### config.mk
export PLATFORM = sky130hd
export DESIGN_NAME = sha3_digest_serializer
export DESIGN_NICKNAME = d
export VERILOG_FILES = /design/src/rtl/sha3_digest_serializer.sv
export SDC_FILE = /design/constraint.sdc
export NUM_CORES = 1
export LEC_CHECK = 0
export BUFFER_PORTS_ARGS = -buffer_cell sky130_fd_sc_hd__buf_2
export CAP_MARGIN = 15
export CORE_AREA = 2 2 635 637
export CTS_BUF_LIST = sky130_fd_sc_hd__clkbuf_4 sky130_fd_sc_hd__clkbuf_8 sky130_fd_sc_hd__clkbuf_16
export DETAILED_ROUTE_END_ITERATION = 12
export DIE_AREA = 0 0 637 639
export SYNTH_ARGS = -nofsm -noshare
export SYNTH_HDL_FRONTEND = slang
export SYNTH_SLANG_ARGS = --single-unit
### constraint.sdc
create_clock -name clk -period 19.1 [get_ports clk]
set_clock_uncertainty 0.05 [all_clocks]
set_input_delay 1.91 -clock clk [delete_from_list [all_inputs] [get_ports clk]]
set_output_delay 1.91 -clock clk [all_outputs]
set_load 0.05 [all_outputs]
### src/rtl/sha3_digest_serializer.sv
// Captures the final Keccak state on a one-cycle strobe and streams the leading
// digest lanes out as OUT_WIDTH-bit words over a valid/ready handshake.
module sha3_digest_serializer #(
  parameter int DIGEST_LANES = 4,
  parameter int OUT_WIDTH    = 32,
  parameter bit BYTESWAP     = 1'b0
) (
  input  logic                 clk,
  input  logic                 rst,
  input  logic [4:0][63:0]     isa,
  input  logic [4:0][63:0]     isb,
  input  logic [4:0][63:0]     isc,
  input  logic [4:0][63:0]     isd,
  input  logic [4:0][63:0]     ise,
  input  logic                 sample,
  output logic                 oready,
  output logic [OUT_WIDTH-1:0] odata,
  output logic                 ovalid,
  input  logic                 iready,
  output logic                 olast,
  output logic                 odropped
);

  localparam int WORDS = DIGEST_LANES * 64 / OUT_WIDTH;
  localparam int CW    = (WORDS > 1) ? $clog2(WORDS) : 1;
  localparam logic [CW-1:0] LAST = CW'(WORDS - 1);

  genvar gi;

  generate
    if (!(OUT_WIDTH == 32 || OUT_WIDTH == 64)) begin : g_bad_width
      $error("sha3_digest_serializer: OUT_WIDTH must be 32 or 64");
    end
    if (DIGEST_LANES < 1 || DIGEST_LANES > 25) begin : g_bad_lanes
      $error("sha3_digest_serializer: DIGEST_LANES must be 1..25");
    end
  endgenerate

  typedef enum logic {IDLE, SEND} state_t;

  state_t                             state_reg;
  logic [CW-1:0]                      cnt_reg;
  logic [CW-1:0]                      cnt_inc;
  logic [DIGEST_LANES-1:0][63:0]      cap;
  logic [DIGEST_LANES-1:0][63:0]      capture_reg;
  logic [WORDS-1:0][OUT_WIDTH-1:0]    cap_words;
  logic [WORDS-1:0][OUT_WIDTH-1:0]    words;
  logic [OUT_WIDTH-1:0]               next_raw;
  logic [OUT_WIDTH-1:0]               next_word;
  logic [OUT_WIDTH-1:0]               odata_reg;
  logic                               ovalid_reg;
  logic                               olast_reg;
  logic                               oready_reg;
  logic                               odropped_reg;
  logic                               unused_rows;

  // Lane L lives in row L/5, column L%5.
  generate
    for (gi = 0; gi < DIGEST_LANES; gi++) begin : g_lane
      localparam int ROW = gi / 5;
      localparam int COL = gi % 5;
      if (ROW == 0) begin : g_a
        assign cap[gi] = isa[COL];
      end else if (ROW == 1) begin : g_b
        assign cap[gi] = isb[COL];
      end else if (ROW == 2) begin : g_c
        assign cap[gi] = isc[COL];
      end else if (ROW == 3) begin : g_d
        assign cap[gi] = isd[COL];
      end else begin : g_e
        assign cap[gi] = ise[COL];
      end
    end
  endgenerate

  assign unused_rows = ^{isa, isb, isc, isd, ise};

  // Packed lane order puts the low half of lane k ahead of its high half.
  assign cap_words = cap;
  assign words     = capture_reg;
  assign cnt_inc   = cnt_reg + 1'b1;

  always_comb begin
    next_raw = words[cnt_inc];
    if (state_reg == IDLE) begin
      next_raw = cap_words[0];
    end
  end

  generate
    for (gi = 0; gi < OUT_WIDTH / 8; gi++) begin : g_byte
      if (BYTESWAP) begin : g_swap
        assign next_word[gi*8 +: 8] = next_raw[(OUT_WIDTH/8 - 1 - gi)*8 +: 8];
      end else begin : g_pass
        assign next_word[gi*8 +: 8] = next_raw[gi*8 +: 8];
      end
    end
  endgenerate

  always_ff @(posedge clk) begin
    if (state_reg == IDLE && sample) begin
      capture_reg <= cap;
    end
  end

  always_ff @(posedge clk) begin
    if (rst) begin
      state_reg    <= IDLE;
      cnt_reg      <= '0;
      odata_reg    <= '0;
      ovalid_reg   <= 1'b0;
      olast_reg    <= 1'b0;
      oready_reg   <= 1'b1;
      odropped_reg <= 1'b0;
    end else begin
      odropped_reg <= (state_reg == SEND) && sample;
      case (state_reg)
        IDLE: begin
          if (sample) begin
            state_reg  <= SEND;
            cnt_reg    <= '0;
            odata_reg  <= next_word;
            ovalid_reg <= 1'b1;
            olast_reg  <= (LAST == '0);
            oready_reg <= 1'b0;
          end
        end
        SEND: begin
          if (iready) begin
            if (cnt_reg == LAST) begin
              state_reg  <= IDLE;
              odata_reg  <= '0;
              ovalid_reg <= 1'b0;
              olast_reg  <= 1'b0;
              oready_reg <= 1'b1;
            end else begin
              cnt_reg   <= cnt_inc;
              odata_reg <= next_word;
              olast_reg <= (cnt_inc == LAST);
            end
          end
        end
        default: state_reg <= IDLE;
      endcase
    end
  end

  assign oready   = oready_reg;
  assign odata    = odata_reg;
  assign ovalid   = ovalid_reg;
  assign olast    = olast_reg;
  assign odropped = odropped_reg;

endmodule
==> impl_metrics.ini, run 1 <==
[clock_network]
htreeDepth = 1
path_clk_slew_ns = 0.06
clk_path_buf_depth = 3
clock_latency_ns = 0.66
root_buffer = clkbuf_16
cts_made_buffers = 31
cts_tree = built
postCtsSetupRepairBufs = 0
cts.sinks = 296
hold_buffers = 0
post_cts_resized = 0

[timing]
fin_crit_sh = 0.195
clock.fmax_ghz = 0.269
setup_viol = 0
min_period_ns = 3.72
tightest_slew_ns = 1.13
holdWs_ns = 0.431
fin_tns_setup_ns = 0
relSlewSlack = 0.250
rsz0062_at_grt = no
final_max_slew_viol_count = 0
hold_viol_final = 0

[run_status]
outcome = complete, no violations

[cells_and_area]
syn_to_final_growth_pct = 77.0
stdcell_count = 6275
utilization = 0.0515
largest_reg_flops = 256
drive_gt1_frac = 0.442
fill_cells = 46900
nets = 2566

[critical_path]
worst_setup_path_start_kind = flip-flop
end_kind = flip-flop
crit_slowest_cell = ha_4
crit_buf_inv = 1
path_delay_family = adder cells
worstSetupPathType = reg2reg
critPathMaxStageDelay_ns = 0.79
cp_num_cells = 7
path_cells = ha_1 > ha_4 > nor2b_4 > buf_4 > a22oi_2 > a21oi_1 > nor4_1
cp.required_ns = 19.52
crit_path_max_fanout = 36
reg2reg_depth = 7
arrival_ns = 4.14

[routing]
drtIter0Drc = 570
dr.pass1.iters = 7
drc = 0
routed_wl_um = 58400
post_drt_wl_per_cell_um = 9.31
via_per_inst = 1.16
routed-via-count = 7254
detail-route-antenna-nets = 0

[synth]
synth_commonest_cells = edfxtp_1, mux2i_1, dfxtp_1
synth_area_leaders = edfxtp_1, dfxtp_1, mux4_2
synthDistinctLibCells = 28
synth_ff_type = edfxtp_1
synth_area_um2 = 11700
synth_most_common_cell = edfxtp_1
ys_ff_latch = 296
ys_warn_count = 0
synth-seq-area-share = 0.728
async_reset_ff_frac = 0
avgSynthCellArea_um2 = 17.6
synth_area_leader_cell = edfxtp_1
syn_nets = 2270
synth_top_area_share = 0.659
syn_inst = 663
synth_edf_count = 256

[flow_run]
cap_violations = 0

[hold_path]
min_delay_path_depth = 2
hold_path_class = reg2reg

[power]
ir_drop_mv = 0.0647
switching_share = 0.272
p_switching_w = 0.000436
powerDensity_nw_per_um2 = 77.7
pwr-share-seq = 0.478
p_int_w = 0.00117
combPwrFrac = 0.120
leakagePower_nw = 5.30
p_clk_frac = 0.402
total_power_w = 0.00160

[placed_design]
dp.cells = 6213
hpwl_um = 46400
gp_congestion = 0.681
io_buffers = 295

[global_route]
grt_max_degree = 100
antenna_found_initial = 20
track_usage = 0.0278
grt_pass1_wl_um = 72800
grt_overflow = 0
grt_pass1_vias = 7557

[die]
die_area_um2 = 407000
fp.dieW_um = 637
die_y_um = 639
initial_core_util = 0.0291
row_count = 233
top_level_ports = 1640
core_area_um2 = 401000
-- per-layer routing --
layer  global-route usage  wire [um]  vias up
met4               0.0135       2370        4
met1               0.0259      18600     3644
met2               0.0528      32000      285
li1                     -          -     3258
met3               0.0103       5490       63
met5                    0         31        -
-- area by class of cell --
class	instances	area [um2]	area share
antenna	5	12.5	0.000606
clock buffer	42	865	0.0419
clock inverter	15	189	0.00915
inverter	2	15.0	0.000727
multi-input combinational	320	2880	0.139
sequential	296	8490	0.411
tap	5287	6620	0.320
timing repair buffer	308	1580	0.0765
-- tightest hold or removal path: cells and delay by family, from the launching register on --
kind	cells	cell delay [ns]
DFF	1	0.31
and+or+nand+nor	1	0.06
AOI/OAI and AO/OA	1	0.06
-- cells by family (layout without fill, tap and decap cells) --
logic type | count (synthesis) | after routing | share of synthesized area
flops | 296 | 296 | 0.728
simple gates | 118 | 118 | 0.0504
mux | 96 | 96 | 0.117
compound gates | 103 | 103 | 0.0709
fa+ha+maj | 3 | 3 | 0.00322
buf+inv | 47 | 367 | 0.0311
other cells | 0 | 5 | 0
-- worst paths after layout --
kind,from,endpoint,slack (ns)
setup / recovery,cnt_reg[0]$_SDFFE_PP0P_,odata[8]$_SDFFE_PP0P_,15.38
hold / removal,olast$_SDFFE_PP0P_,olast$_SDFFE_PP0P_,0.43
setup reg to reg,cnt_reg[0]$_SDFFE_PP0P_,odata[8]$_SDFFE_PP0P_,15.38
hold reg to reg,olast$_SDFFE_PP0P_,olast$_SDFFE_PP0P_,0.43
-- power groups by stage --
stage / Clock [W] / Sequential, W / Combinational, W
2_1_floorplan: 0 / 0.000809 / 0.0000710
3_3_place_gp: 0 / 0.000779 / 0.000201
3_5_place_dp: 0 / 0.000780 / 0.000201
4_1_cts: 0.000686 / 0.000767 / 0.000202
5_1_grt: 0.000700 / 0.000770 / 0.000210
6_report: 0.000646 / 0.000766 / 0.000193
-- per-stage QoR --
step                      area [um2]  setup WS [ns]
final                          20600          15.38
after global routing           20600          15.19
after CTS                      20600          15.17
after detailed placement       19600          14.74
after global placement         19600          14.77
after floorplan                11700          11.33
-- layout by cell type, fill, tap and decap left out, types with 31 or more instances in the layout --
master / synthesis / final
o21a_1: 32 / 32
mux4_2: 32 / 32
a21oi_1: 36 / 36
dfxtp_1: 40 / 39
nor3_1: 33 / 33
edfxtp_1: 256 / 256
mux2i_1: 64 / 64
nor2_1: 39 / 39
buf_2: 16 / 294
nor4_1: 32 / 32
clkbuf_16: 0 / 31
(Power assumes the default switching activity.)
==> inputs of run 2 (changes only) <==
CORE_AREA = 2 2 636 638   (was 2 2 635 637)
DIE_AREA = 0 0 638 640   (was 0 0 637 639)
clock period = 3.68 ns   (was 19.1 ns; I/O delays follow)
==> run 2 against run 1 <==
  * Sequential power grew to 5.2 times the previous value
  * Via count is 14% higher
  * Die area is 0.31% higher
  * Non-clock buffer count is 266 higher
  * Clock power grew to 5.0 times the previous value
  * Count of clock-buffer cells in the layout is 7 lower
  * Register-to-register slack worse by 15 ns
  * Largest power group unchanged
==> impl_metrics.ini, run 2 (same netlist as run 1, synthesis figures left out) <==
[run_status]
outcome = complete, no violations

[power]
powerDensity_nw_per_um2 = 362
combPwrFrac = 0.147
total_power_w = 0.00846
leakagePower_nw = 6.42
p_clk_frac = 0.382
ir_drop_mv = 0.350
p_switching_w = 0.00239
p_int_w = 0.00607
pwr-share-seq = 0.471
switching_share = 0.283

[cells_and_area]
final_common_cell = buf_2
nets = 2832
final_cell_mix = buf_2, dlygate4sd3_1, edfxtp_1, mux2i_1, nor2_1
syn_to_final_growth_pct = 100
largest_reg_flops = 256
finalInstanceArea_um2 = 23300
drive_gt1_frac = 0.355

[critical_path]
worstSetupPathType = reg2reg
r2r_setup_slack_ns = 0.65
crit_path_max_fanout = 13
reg2reg_depth = 7
cp.required_ns = 4.16
arrival_ns = 3.51
worstReg2RegStart = cnt_reg[0]$_SDFFE_PP0P_
worst_setup_path_start_kind = flip-flop
r2r_end = odata[21]$_SDFFE_PP0P_
end_kind = flip-flop

[flow_run]
cap_violations = 0

[timing]
min_period_ns = 3.03
relSlewSlack = 0.415
final_max_slew_viol_count = 0
hold_viol_final = 0
tightest_slew_ns = 0.878
clock.fmax_ghz = 0.330
fin_crit_sh = 0.824
rsz0062_at_grt = no
setup_viol = 0

[clock_network]
post_cts_resized = 0
path_clk_slew_ns = 0.07
htreeDepth = 1
hold_buffers = 257
cts.sinks = 296
clk_path_buf_depth = 3
cts_made_buffers = 31
clock_latency_ns = 0.68
cts_tree = built
root_buffer = clkbuf_16
postCtsSetupRepairBufs = 0

[die]
initial_core_util = 0.0291
die_area_um2 = 408000
fp.dieW_um = 638
die_y_um = 640
top_level_ports = 1640
row_count = 233
core_area_um2 = 401000

[global_route]
grt_pass1_vias = 8953
track_usage = 0.0277
antenna_found_initial = 15
grt_overflow = 0
grt_max_degree = 49
grt_pass1_wl_um = 75100

[placed_design]
hpwl_um = 44700
placed_area_um2 = 19700
gp_congestion = 0.695
io_buffers = 295

[routing]
routed_wl_um = 58700
drtIter0Drc = 520
via_per_inst = 1.26
routed-via-count = 8266
detail-route-antenna-nets = 0
drc = 0
dr.pass1.iters = 5
post_drt_wl_per_cell_um = 8.97

[hold_path]
min_to = cnt_reg[2]$_SDFFE_PP0P_
hold_path_class = in2reg
hp-start = iready
min_delay_path_depth = 4
==> run 2: cell types whose count changed in the layout (fill, tap and decap cells not counted), moves of 2 or more <==
cell,delta
buf_12,+9
inv_6,+4
inv_8,-2
dlygate4sd3_1,+257
bufinv_16,-2
clkinvlp_4,+2
clkinv_2,+5
diode_2,+4
clkbuf_4,-6
==> run 2: cell type report <==
type                            count  area, um2
Antenna cell                        9       22.5
Clock buffer                       35        806
Clock inverter                     23        193
Fill cell                       46700     378000
Inverter                            2       11.3
Multi-Input combinational cell    320       2860
Sequential cell                   296       8490
Tap cell                         5287       6620
Timing Repair Buffer              574       4330
==> run 2: per-layer routing <==
metal	track usage	wire, um	part of all wire	up-vias
li1	-	-	-	3797
met1	0.0260	19300	0.33	4161
met2	0.0545	33300	0.57	223
met3	0.00884	4390	0.075	83
met4	0.0118	1780	0.030	2
met5	0	13	0.00022	-
==> run 2: per-stage QoR <==
step | setup WS (ns) | setup TNS [ns] | hold slack, ns | instances | utilization
after detailed placement | 0.483 | 0 | 0.414 | 6222 | 0.0492
after global placement | 0.502 | 0 | 0.404 | 6222 | 0.0492
after CTS | 0.447 | 0 | 0.0733 | 6537 | 0.0581
after global routing | 0.410 | 0 | 0.152 | 6546 | 0.0581
after floorplan | -1.20 | -307.58 | 0.394 | 663 | -
final | 0.648 | 0 | 0.134 | 6546 | 0.0581
==> run 2: power by group through the flow <==
stage | clock (W) | combinational, W | sequential (W)
floorplan | 0 | 0.000372 | 0.00418
global placement | 0 | 0.00105 | 0.00405
detailed placement | 0 | 0.00105 | 0.00405
CTS | 0.00338 | 0.00129 | 0.00398
global route | 0.00346 | 0.00134 | 0.00400
finish | 0.00323 | 0.00125 | 0.00398
==> run 2: worst max-delay path, stage by stage (launching register included) <==
cell     delay, ns
dfxtp_4       0.50
ha_1          0.28
ha_2          0.43
nor2b_4       0.71
buf_4         0.40
a22oi_2       0.17
a21oi_1       0.19
nor4_1        0.07
==> run 2: worst max path at each step <==
stage | from | end | slack, ns | cells after the start
after floorplan | state_reg$_SDFF_PP0_ | capture_reg[0]$_DFFE_PP_ | -1.20 | 3
after global placement | cnt_reg[0]$_SDFFE_PP0P_ | odata[8]$_SDFFE_PP0P_ | 0.50 | 6
after global routing | cnt_reg[0]$_SDFFE_PP0P_ | odata[9]$_SDFFE_PP0P_ | 0.41 | 6
after detailed placement | cnt_reg[0]$_SDFFE_PP0P_ | odata[8]$_SDFFE_PP0P_ | 0.48 | 6
after CTS | cnt_reg[0]$_SDFFE_PP0P_ | odata[8]$_SDFFE_PP0P_ | 0.45 | 6
final | cnt_reg[0]$_SDFFE_PP0P_ | odata[21]$_SDFFE_PP0P_ | 0.65 | 7
